==> src/rtl/csa_pkg.sv <==
// Shared types and parameter checks for the sequential chunked wide adder.
package csa_pkg;

  typedef enum logic [1:0] {
    IDLE = 2'd0,
    RUN  = 2'd1,
    DONE = 2'd2
  } state_t;

  // True only for the chunk widths the datapath is built for.
  function automatic bit legal_data_width(input int w);
    case (w)
      1, 2, 4, 8, 16, 32, 64: return 1'b1;
      default:                return 1'b0;
    endcase
  endfunction

endpackage

==> src/rtl/csa_block.sv <==
// One chunk of the wide add: DATA_WIDTH-bit sum with carry in and carry out.
module csa_block #(
  parameter int DATA_WIDTH = 16
) (
  input  logic [DATA_WIDTH-1:0] i_a,
  input  logic [DATA_WIDTH-1:0] i_b,
  input  logic                  i_cin,
  output logic [DATA_WIDTH-1:0] o_sum,
  output logic                  o_cout
);

  assign {o_cout, o_sum} = {1'b0, i_a} + {1'b0, i_b} + {{DATA_WIDTH{1'b0}}, i_cin};

endmodule

==> src/rtl/csa_wide_add_seq.sv <==
// Adds two TOTAL-bit operands one DATA_WIDTH chunk per cycle through a single
// csa_block, rippling the carry through a register between chunks.
module csa_wide_add_seq
  import csa_pkg::*;
#(
  parameter int DATA_WIDTH = 16,
  parameter int WORDS      = 4
) (
  input  logic                        clk,
  input  logic                        rst,
  input  logic                        in_valid,
  output logic                        in_ready,
  input  logic [DATA_WIDTH*WORDS-1:0] a,
  input  logic [DATA_WIDTH*WORDS-1:0] b,
  input  logic                        cin,
  output logic                        out_valid,
  input  logic                        out_ready,
  output logic [DATA_WIDTH*WORDS-1:0] sum,
  output logic                        cout,
  output logic                        busy
);

  localparam int TOTAL = DATA_WIDTH * WORDS;
  localparam int IDX_W = (WORDS > 1) ? $clog2(WORDS) : 1;

  if (!legal_data_width(DATA_WIDTH) || (WORDS < 1)) begin : g_param_error
    $error("csa_wide_add_seq: illegal DATA_WIDTH or WORDS");
  end

  state_t                  r_state;
  state_t                  w_state_next;
  logic [TOTAL-1:0]        r_a;
  logic [TOTAL-1:0]        r_b;
  logic [TOTAL-1:0]        r_sum;
  logic                    r_carry;
  logic                    r_cout;
  logic [IDX_W-1:0]        r_idx;

  logic [DATA_WIDTH-1:0]   w_a_chunk;
  logic [DATA_WIDTH-1:0]   w_b_chunk;
  logic [DATA_WIDTH-1:0]   w_chunk_sum;
  logic                    w_chunk_cout;
  logic                    w_last;

  assign w_a_chunk = r_a[int'(r_idx)*DATA_WIDTH +: DATA_WIDTH];
  assign w_b_chunk = r_b[int'(r_idx)*DATA_WIDTH +: DATA_WIDTH];
  assign w_last    = (r_idx == IDX_W'(WORDS - 1));

  csa_block #(
    .DATA_WIDTH(DATA_WIDTH)
  ) u_csa_block (
    .i_a    (w_a_chunk),
    .i_b    (w_b_chunk),
    .i_cin  (r_carry),
    .o_sum  (w_chunk_sum),
    .o_cout (w_chunk_cout)
  );

  // NOTE: every default is assigned before the case so no path leaves
  // w_state_next unassigned, which would otherwise infer a latch.
  always_comb begin
    w_state_next = r_state;
    case (r_state)
      IDLE:    if (in_valid)  w_state_next = RUN;
      RUN:     if (w_last)    w_state_next = DONE;
      DONE:    if (out_ready) w_state_next = IDLE;
      default:                w_state_next = IDLE;
    endcase
  end

  // NOTE: state is updated with non-blocking assignments so every register
  // samples pre-edge values regardless of statement order.
  always_ff @(posedge clk) begin
    if (rst) begin
      r_state <= IDLE;
      r_a     <= '0;
      r_b     <= '0;
      r_sum   <= '0;
      r_carry <= 1'b0;
      r_cout  <= 1'b0;
      r_idx   <= '0;
    end else begin
      r_state <= w_state_next;
      case (r_state)
        IDLE: begin
          if (in_valid) begin
            r_a     <= a;
            r_b     <= b;
            r_carry <= cin;
            r_idx   <= '0;
          end
        end
        RUN: begin
          r_sum[int'(r_idx)*DATA_WIDTH +: DATA_WIDTH] <= w_chunk_sum;
          r_carry <= w_chunk_cout;
          // Index wraps to 0 after the last chunk so it never exceeds WORDS-1.
          if (w_last) begin
            r_cout <= w_chunk_cout;
            r_idx  <= '0;
          end else begin
            r_idx  <= r_idx + 1'b1;
          end
        end
        default: ;
      endcase
    end
  end

  assign in_ready  = (r_state == IDLE);
  assign out_valid = (r_state == DONE);
  assign busy      = (r_state != IDLE);
  assign sum       = r_sum;
  assign cout      = r_cout;

endmodule

==> config.mk <==
export PLATFORM = sky130hd
export DESIGN_NAME = csa_wide_add_seq
export DESIGN_NICKNAME = d
export VERILOG_FILES = /design/src/rtl/csa_pkg.sv /design/src/rtl/csa_block.sv /design/src/rtl/csa_wide_add_seq.sv
export SDC_FILE = /design/constraint.sdc
export NUM_CORES = 1
export LEC_CHECK = 0
export BUFFER_PORTS_ARGS = -buffer_cell sky130_fd_sc_hd__buf_2
export CORE_MARGIN = 2
export CORE_UTILIZATION = 30
export DETAILED_ROUTE_END_ITERATION = 8
export HOLD_SLACK_MARGIN = 0.02
export SLEW_MARGIN = 20
export SYNTH_ARGS = -nofsm -noshare
export SYNTH_HDL_FRONTEND = slang
export SYNTH_SLANG_ARGS = --single-unit
==> constraint.sdc <==
create_clock -name clk -period 8.4 [get_ports clk]
set_clock_uncertainty 0.2 [all_clocks]
set_input_delay 0.84 -clock clk [delete_from_list [all_inputs] [get_ports clk]]
set_output_delay 0.84 -clock clk [all_outputs]
set_load 0.02 [all_outputs]
==> results.ini, run 1 <==
[run_status]
outcome = finished, final reports clean

[synth]
syn-num-nets = 1096
async_flop_share_pct = 0
ys_ff_latch = 198
syn_inst = 940
yosysUniqueCellTypes = 55
seq_area_frac_synth_pct = 47.0
synth.top_cell.area_share_pct = 47.0
synth.cell_area_um2 = 8430
avgSynthCellArea_um2 = 8.96
yosys_warnings = 0
synth_top_area_cell = dfxtp_1
synth-edff-count = 0
synth_area_leaders = dfxtp_1, nand2_1, a21oi_1
synth_ff_type = dfxtp_1

[cts]
clkSinkCount = 198
path_clk_slew_ns = 0.07
cts.hold.buffers_added = 0
cts_resized = 0
clockBufferDepth = 2
numCtsBuffers = 17
clockRootBuffer = clkbuf_16
htreeDepth = 4
postCtsSetupRepairBufs = 0
clkLatencyLatePin_ns = 0.44
cts_tree = yes

[grt]
grt_first_pass_wirelength_um = 37800
grt_pass1_vias = 6947
grt_max_degree = 102
grtUsageTotal_pct = 16.9
antenna_found_initial = 0
gr-total-overflow = 0

[route]
wire_per_inst_um = 16.6
wl_met2_um = 11500
drtAntennaViolNets = 0
drt-total-wl_um = 24800
vias = 7199
highest_layer = met4
wl_met3_um = 1160
drc = 0
drtIter0Drc = 590
drt-met1-wl_um = 11800
vias_per_cell = 4.82
dr.pass1.iters = 5

[placed_design]
gp_congestion = 0.871
io_buffers = 200
placedInstanceArea_um2 = 9690
post-dp-hpwl_um = 18200
post-place-ws_ns = 4.44

[power]
p_seq_share_pct = 47.6
power.leakage_nw = 4.26
p_sw_mw = 0.595
p_per_area_nw_per_um2 = 206
p_comb_share_pct = 13.6
switching_share_pct = 28.1
ir_worst_vdd_uv = 115
clkPwrFrac_pct = 38.8
p_int_mw = 1.52

[timing]
min_period_over_period_pct = 47.0
rsz0062_at_grt = no
relSlewSlack_pct = 30.9
tns_ns = 0
period_minus_slack_ns = 3.95
max_clock_freq_mhz = 253
slew_violations = 0
finalWorstSetupSlack_ns = 4.45
setup_viol = 0
finalHoldViolations = 0
tightest_slew_ns = 1.04
hold_ws_ns = 0.255

[finish]
drive_above_1_share_pct = 26.1
final_common_cell = nand2_1
diodes = 0
fin_area_um2 = 10300
nets = 1260
area_growth_pct = 22.0
layout_common_cells = nand2_1, buf_2, dfxtp_1

[floorplan]
core_area_um2 = 27700
rows = 61
die_area_um2 = 29400
ios = 201
initial_core_util_pct = 30.4
die_y_um = 172
die_x_um = 172

[setup_path]
cp_max_fo = 21
end_kind = flop
crit_required_ns = 8.52
cp-start-kind = flop
cp.arrival_ns = 4.07
worstSetupPathType = reg -> reg

[job]
max-cap-violations = 0

[worst_hold_path]
hold_class = reg -> reg

## metal layers
layer | track usage (%) | vias to the layer above
li1 | - | 3572
met1 | 22.9 | 3394
met2 | 27.4 | 216
met3 | 3.38 | 17
met4 | 4.64 | 0
met5 | 0 | -
## flip-flops by register name, summed over array words and instances, names as in the netlist
name     count
r_a         64
r_b         64
sum         64
r_idx        2
r_state      2
cout         1
r_carry      1
## final timing paths
path | from | slack, ns | endpoint | cells after the start
worst max-delay path | r_idx[0] | 4.45 | sum[28] | 11
worst min-delay path | r_a[38] | 0.25 | r_a[38] | 2
worst max register to register | r_idx[0] | 4.45 | sum[28] | 11
worst min register to register | r_a[38] | 0.25 | r_a[38] | 2
## per-stage QoR
step	power [mW]	instances	utilization [%]
5_1_grt	2.21	1494	37.1
2_1_floorplan	1.22	940	-
3_5_place_dp	1.32	1463	35.0
3_3_place_gp	1.32	1463	35.0
6_report	2.12	1494	37.1
4_1_cts	2.14	1494	37.1
## power by group through the flow
stage	Sequential (mW)	Clock, mW	Combinational (mW)
finish	1.01	0.823	0.288
global route	1.01	0.883	0.317
floorplan	1.02	0	0.194
detailed placement	1.03	0	0.290
CTS	1.01	0.845	0.291
global placement	1.03	0	0.287
## cell families (layout without fill, tap and decap cells)
logic type	count (synthesis)	in the layout	synth area share, %
mux	32	32	8.55
compound gates	244	244	17.7
buf+inv	69	245	3.50
fa+ha+maj	23	23	3.59
simple gates	362	362	18.3
xor+xnor	12	12	1.34
flops	198	198	47.0
## critical path, stage by stage, from the launching register on
cell and delay, ns:
dfxtp_2 0.74, buf_4 0.46, mux4_2 0.57, fa_1 0.45, inv_1 0.09, fa_1 0.20, nand2b_1 0.15, a21oi_1 0.12
o2111ai_1 0.25, nand3_1 0.13, xnor2_1 0.35, o21ai_1 0.12
## cell type report
class                           instances  area [um2]
Clock buffer                           19         453
Clock inverter                         12         135
Fill cell                            2897       17400
Inverter                                8        30.0
Multi-Input combinational cell        673        4180
Sequential cell                       198        3970
Tap cell                              378         473
Timing Repair Buffer                  206        1050
## synthesized netlist by cell type, drive strengths merged, types with 3 or more instances
library cell  count
nand2           284
dfxtp           198
a21oi           147
nor2             45
clkbuf           40
mux4             32
a22oi            30
o21ai            24
buf              21
ha               21
a22o             20
xnor2            10
inv               8
nand2b            8
a21o              5
and2b             4
nor4b             4
o21a              4
o211ai            3
(Power assumes the default switching activity.)
==> run 2, diff against run 1 <==
==> constraint.sdc (replaced) <==
create_clock -name clk -period 3.2 [get_ports clk]
set_clock_uncertainty 0.2 [all_clocks]
set_input_delay 0.32 -clock clk [delete_from_list [all_inputs] [get_ports clk]]
set_output_delay 0.32 -clock clk [all_outputs]
set_load 0.02 [all_outputs]
==> results.ini, run 2 (synthesized netlist as in run 1, its figures left out) <==
[run_status]
outcome = finished, final reports clean

[setup_path]
cp_top_family = compound AO/OA/AOI/OAI gates
cp-start-kind = flop
crit_start = r_idx[0]
worstSetupPathType = reg -> reg
critPathBufInv = 2
crit_chain = buf_12, mux4_2, ha_1, buf_4, o21a_1, o21ai_0, and4_1, a211oi_4, o21ai_1
endpoint = sum[13]
crit_required_ns = 3.38
cp_slowest_cell = mux4_2
cp_max_fo = 14
max_stage_delay_ns = 0.56
reg2regPathDepth = 9
r2r_slack_ns = 0.13
cp.arrival_ns = 3.25
r2r-end = sum[13]
path_depth = 9
end_kind = flop
r2r_start = r_idx[0]

[route]
dr.pass1.iters = 5
vias_per_cell = 4.80
drtAntennaViolNets = 0
drtIter0Drc = 574
drt-total-wl_um = 27500
vias = 7928
drc = 0
wire_per_inst_um = 16.7

[job]
max-cap-violations = 0

[power]
p_seq_share_pct = 45.8
p_int_mw = 4.07
p_comb_share_pct = 17.1
power.leakage_nw = 4.97
ir_worst_vdd_uv = 358
p_per_area_nw_per_um2 = 484
p_sw_mw = 1.69
clkPwrFrac_pct = 37.1
switching_share_pct = 29.4

[finish]
drive_above_1_share_pct = 25.6
nets = 1416
fin_area_um2 = 11900
final_common_cell = nand2_1
area_growth_pct = 41.2
layout_common_cells = nand2_1, buf_2, dfxtp_1
diodes = 0
fillers = 2696

[timing]
rsz0062_at_grt = no
period_minus_slack_ns = 3.07
relSlewSlack_pct = 42.0
tns_ns = 0
finalHoldViolations = 0
min_period_over_period_pct = 96.0
slew_violations = 0
tightest_slew_ns = 0.871
setup_viol = 0
max_clock_freq_mhz = 325

[placed_design]
io_buffers = 200
post-dp-hpwl_um = 19100
gp_congestion = 0.874
placedInstanceArea_um2 = 9920

[cts]
numCtsBuffers = 17
path_clk_slew_ns = 0.08
clkLatencyLatePin_ns = 0.45
clockRootBuffer = clkbuf_16
clockBufferDepth = 2
clkSinkCount = 198
htreeDepth = 4
cts_tree = yes

[floorplan]
die_y_um = 172
initial_core_util_pct = 30.4
core_area_um2 = 27700
die_x_um = 172
rows = 61
ios = 201
die_area_um2 = 29400

[grt]
gr-total-overflow = 0
antenna_found_initial = 0
grt_max_degree = 99
grt_first_pass_wirelength_um = 41900
grtUsageTotal_pct = 18.6
grt_pass1_vias = 7689

[worst_hold_path]
hold_class = in -> reg
hp-start = in_valid

[run 2: changes by cell type in the layout (fill, tap and decap cells not counted), sizes merged]
cell and delta:
clkinvlp +1, buf +25, clkbuf -1, bufinv -1, dlygate4sd3 +130, inv +3
[run 2: cell type report]
type / count / area [um2] / area share, %
Inverter: 8 / 30.0 / 0.252
Clock inverter: 15 / 154 / 1.29
Multi-Input combinational cell: 673 / 4230 / 35.5
Clock buffer: 17 / 425 / 3.58
Sequential cell: 198 / 3970 / 33.4
Tap cell: 378 / 473 / 3.98
Timing Repair Buffer: 362 / 2610 / 22.0
[run 2: worst register-to-register path: cells and delay by family (launching register included)]
kind | cells | cell delay [ns]
AO/OA/AOI/OAI | 4 | 0.83
flip-flops | 1 | 0.39
AND/OR/NAND/NOR | 1 | 0.34
multiplexers | 1 | 0.57
buffers and inverters | 2 | 0.35
adder cells (fa/ha/maj) | 1 | 0.33
[run 2: worst min path at each step]
stage / endpoint / slack [ns] / depth (start not counted)
floorplan: r_a[17] / 0.23 / 2
finish: r_state[0] / 0.11 / 3
global route: r_a[17] / 0.12 / 4
global placement: sum[60] / 0.23 / 2
CTS: r_state[0] / 0.09 / 3
detailed placement: sum[56] / 0.24 / 2
[run 2: power groups by stage]
| stage | Clock, mW | Sequential [mW] | Combinational, mW |
|---|---|---|---|
| floorplan | 0 | 2.68 | 0.514 |
| global placement | 0 | 2.69 | 0.828 |
| detailed placement | 0 | 2.69 | 0.837 |
| CTS | 2.19 | 2.64 | 0.961 |
| global route | 2.28 | 2.65 | 1.07 |
| finish | 2.14 | 2.64 | 0.983 |
[run 2: per-stage QoR]
| step | utilization [%] | hold slack (ns) | power (mW) | setup WS, ns | std cells |
|---|---|---|---|---|---|
| finish | 42.9 | 0.105 | 5.76 | 0.127 | 1651 |
| global route | 42.9 | 0.119 | 6.00 | 0.0105 | 1651 |
| CTS | 42.6 | 0.0897 | 5.78 | 0.0245 | 1648 |
| detailed placement | 35.8 | 0.237 | 3.53 | 0.0636 | 1486 |
| global placement | 35.8 | 0.231 | 3.52 | 0.0818 | 1486 |
| floorplan | - | 0.233 | 3.19 | 0.00936 | 940 |
[run 2: timing repair]
item,4_1_cts,5_1_grt
hold buffers,130,0
endpoints found under the setup margin,0,25
hold endpoints to repair,130,0
buffers inserted,0,2
gates resized for setup,0,11
[run 2: routing by layer]
layer	vias up	GRT usage (%)	part of all wire (%)	wire, um
li1	3888	-	-	-
met1	3723	23.8	44	12100
met2	263	31.0	48	13300
met3	54	3.66	4.7	1290
met4	0	7.15	3.0	834
met5	-	0	0	0
==> run 3, diff against run 2 <==
--- a/config.mk
+++ b/config.mk
@@ -5,6 +5,7 @@
 export SDC_FILE = /design/constraint.sdc
 export NUM_CORES = 1
 export LEC_CHECK = 0
+export ABC_AREA = 1
 export BUFFER_PORTS_ARGS = -buffer_cell sky130_fd_sc_hd__buf_2
 export CORE_MARGIN = 2
 export CORE_UTILIZATION = 30
==> results.ini, run 3 <==
[finish]
layout_common_cells = nor2_1, buf_2, dfxtp_1
ff_latch_area_um2 = 3970
fin_util_pct = 41.0
diodes = 0
nets = 1692
fin_cells = 1938
multiInputGateArea_um2 = 4420
area_growth_pct = 35.7
drive_above_1_share_pct = 18.8
fin_area_um2 = 12100
fillers = 3094
final_common_cell = nor2_1

[power]
finalPower_mw = 6.47
switching_share_pct = 32.3
power.leakage_nw = 5.32
p_sw_mw = 2.09
clkPwrFrac_pct = 33.8
p_comb_share_pct = 24.2
ir_worst_vdd_uv = 407
p_per_area_nw_per_um2 = 535
p_int_mw = 4.38
p_seq_share_pct = 41.9

[timing]
min_period_over_period_pct = 94.5
rsz0062_at_grt = no
slew_violations = 0
period_minus_slack_ns = 3.03
finalHoldViolations = 0
tns_ns = 0
relSlewSlack_pct = 47.1
hold_ws_ns = 0.0180
setup_viol = 0
finalWorstSetupSlack_ns = 0.174
max_clock_freq_mhz = 331
tightest_slew_ns = 0.793

[placed_design]
gp_congestion = 0.829
post-place-ws_ns = 0.0646
dp_cells = 1788
post-dp-hpwl_um = 20600
placedInstanceArea_um2 = 10300
io_buffers = 200

[route]
vias = 9283
drc = 0
drtAntennaViolNets = 0
vias_per_cell = 4.79
dr.pass1.iters = 5
wire_per_inst_um = 15.4
drt-total-wl_um = 29900
drtIter0Drc = 695

[setup_path]
cp_max_fo = 35
cp.arrival_ns = 3.20
worstSetupPathType = reg -> reg
max_stage_delay_ns = 0.40
crit_required_ns = 3.37
cp-start-kind = flop
end_kind = flop
crit_chain = inv_2, buf_12, o21ai_0, o22ai_1, fa_1, inv_1, fa_1, inv_1, nand4_1, nand2_1, xor2_1, and2_1, nand3_1, a21oi_1
cp_slowest_cell = fa_1

[grt]
grtUsageTotal_pct = 18.5
grt_pass1_vias = 8580
met3_usage_pct = 2.76
met2_usage_pct = 31.3
gr-total-overflow = 0
busiest_layer = met2
grt_first_pass_wirelength_um = 45200
globalRouteMet1Util_pct = 24.5
antenna_found_initial = 0
grt_max_degree = 78

[cts]
clockBufferDepth = 2
cts_tree = yes
postCtsSetupRepairBufs = 0
numCtsBuffers = 17
path_clk_slew_ns = 0.08
clkLatencyLatePin_ns = 0.43
htreeDepth = 4
clkSinkCount = 198
clockRootBuffer = clkbuf_16

[synth]
synth_top_area_cell = dfxtp_1
syn-num-nets = 1417
synthTopCellsByCount = nor2_1, dfxtp_1, o21ai_0
post-synth-top-count-cell = nor2_1
async_flop_share_pct = 0
seq_area_frac_synth_pct = 44.5
yosysUniqueCellTypes = 35
synth_ff_type = dfxtp_1
syn_inst = 1261
synth_area_leaders = dfxtp_1, nor2_1, o21ai_0
synth-edff-count = 0
avgSynthCellArea_um2 = 7.07
yosys_warnings = 0
ys_ff_latch = 198
synth.cell_area_um2 = 8920
synth.top_cell.area_share_pct = 44.5

[job]
max-cap-violations = 0

[worst_hold_path]
hold_class = in -> reg

[floorplan]
die_x_um = 176
die_area_um2 = 31100
die_y_um = 176
core_area_um2 = 29500
ios = 201
rows = 63
initial_core_util_pct = 30.2

[run_status]
outcome = finished, final reports clean

-- run 3: changes by cell type in the layout (fill, tap and decap cells not counted), sizes merged, moves of 26 or more --
cell	change
mux4	-32
o21ai	+167
o22ai	+30
a22oi	-27
inv	+43
nand2	-96
nand3	+26
a21oi	-72
nor2	+301
-- run 3: area by class of cell --
type / count / area share, %
multi-input cells: 925 / 36.5
flip-flops and latches: 198 / 32.8
clock inverters: 13 / 1.34
clock buffers: 18 / 3.55
well taps: 390 / 4.03
inverters: 54 / 1.70
repair buffers: 340 / 20.1
-- run 3: worst paths after layout --
path,cells after the start,to,slack (ns),from
min,3,r_b[17],0.02,b[17]
max,14,sum[22],0.17,r_idx[0]
min reg2reg,2,sum[41],0.26,sum[41]
max reg2reg,14,sum[22],0.17,r_idx[0]
-- run 3: timing repair --
item / in CTS / in global routing
setup endpoints to repair: 0 / 14
hold buffers: 118 / 0
hold endpoints to repair: 118 / 0
gates resized for setup: 0 / 4
-- run 3: cells by family (layout without fill, tap and decap cells) --
kind of cell,count (synthesis),count (layout),synth area share (%)
compound gates,304,304,18.2
xor+xnor,7,7,0.688
fa+ha+maj,23,23,3.40
buf+inv,138,425,6.19
flops,198,198,44.5
simple gates,591,591,27.1
-- run 3: layer usage --
metal  vias to the layer above  part of all wire (%)  wire, um
met4                         0                   1.6       465
met3                        29                   5.4      1620
met2                       296                    47     14200
met1                      4287                    46     13600
li1                       4671                     -         -
met5                         -                     0         0
-- run 3: worst max-delay path: cells and delay by family, from the launching register on --
| family | cells | cell delay [ns] |
|---|---|---|
| adder cells (fa/ha/maj) | 2 | 0.63 |
| flip-flops | 1 | 0.37 |
| AO/OA/AOI/OAI | 3 | 0.43 |
| AND/OR/NAND/NOR | 4 | 0.61 |
| buffers and inverters | 4 | 0.43 |
| XOR/XNOR | 1 | 0.29 |
-- run 3: power groups by stage --
stage               registers, mW  logic [mW]  clock network, mW
global placement             2.77        1.42                  0
detailed placement           2.77        1.43                  0
CTS                          2.71        1.55               2.22
floorplan                    2.76       0.909                  0
global route                 2.73        1.74               2.32
finish                       2.71        1.57               2.19
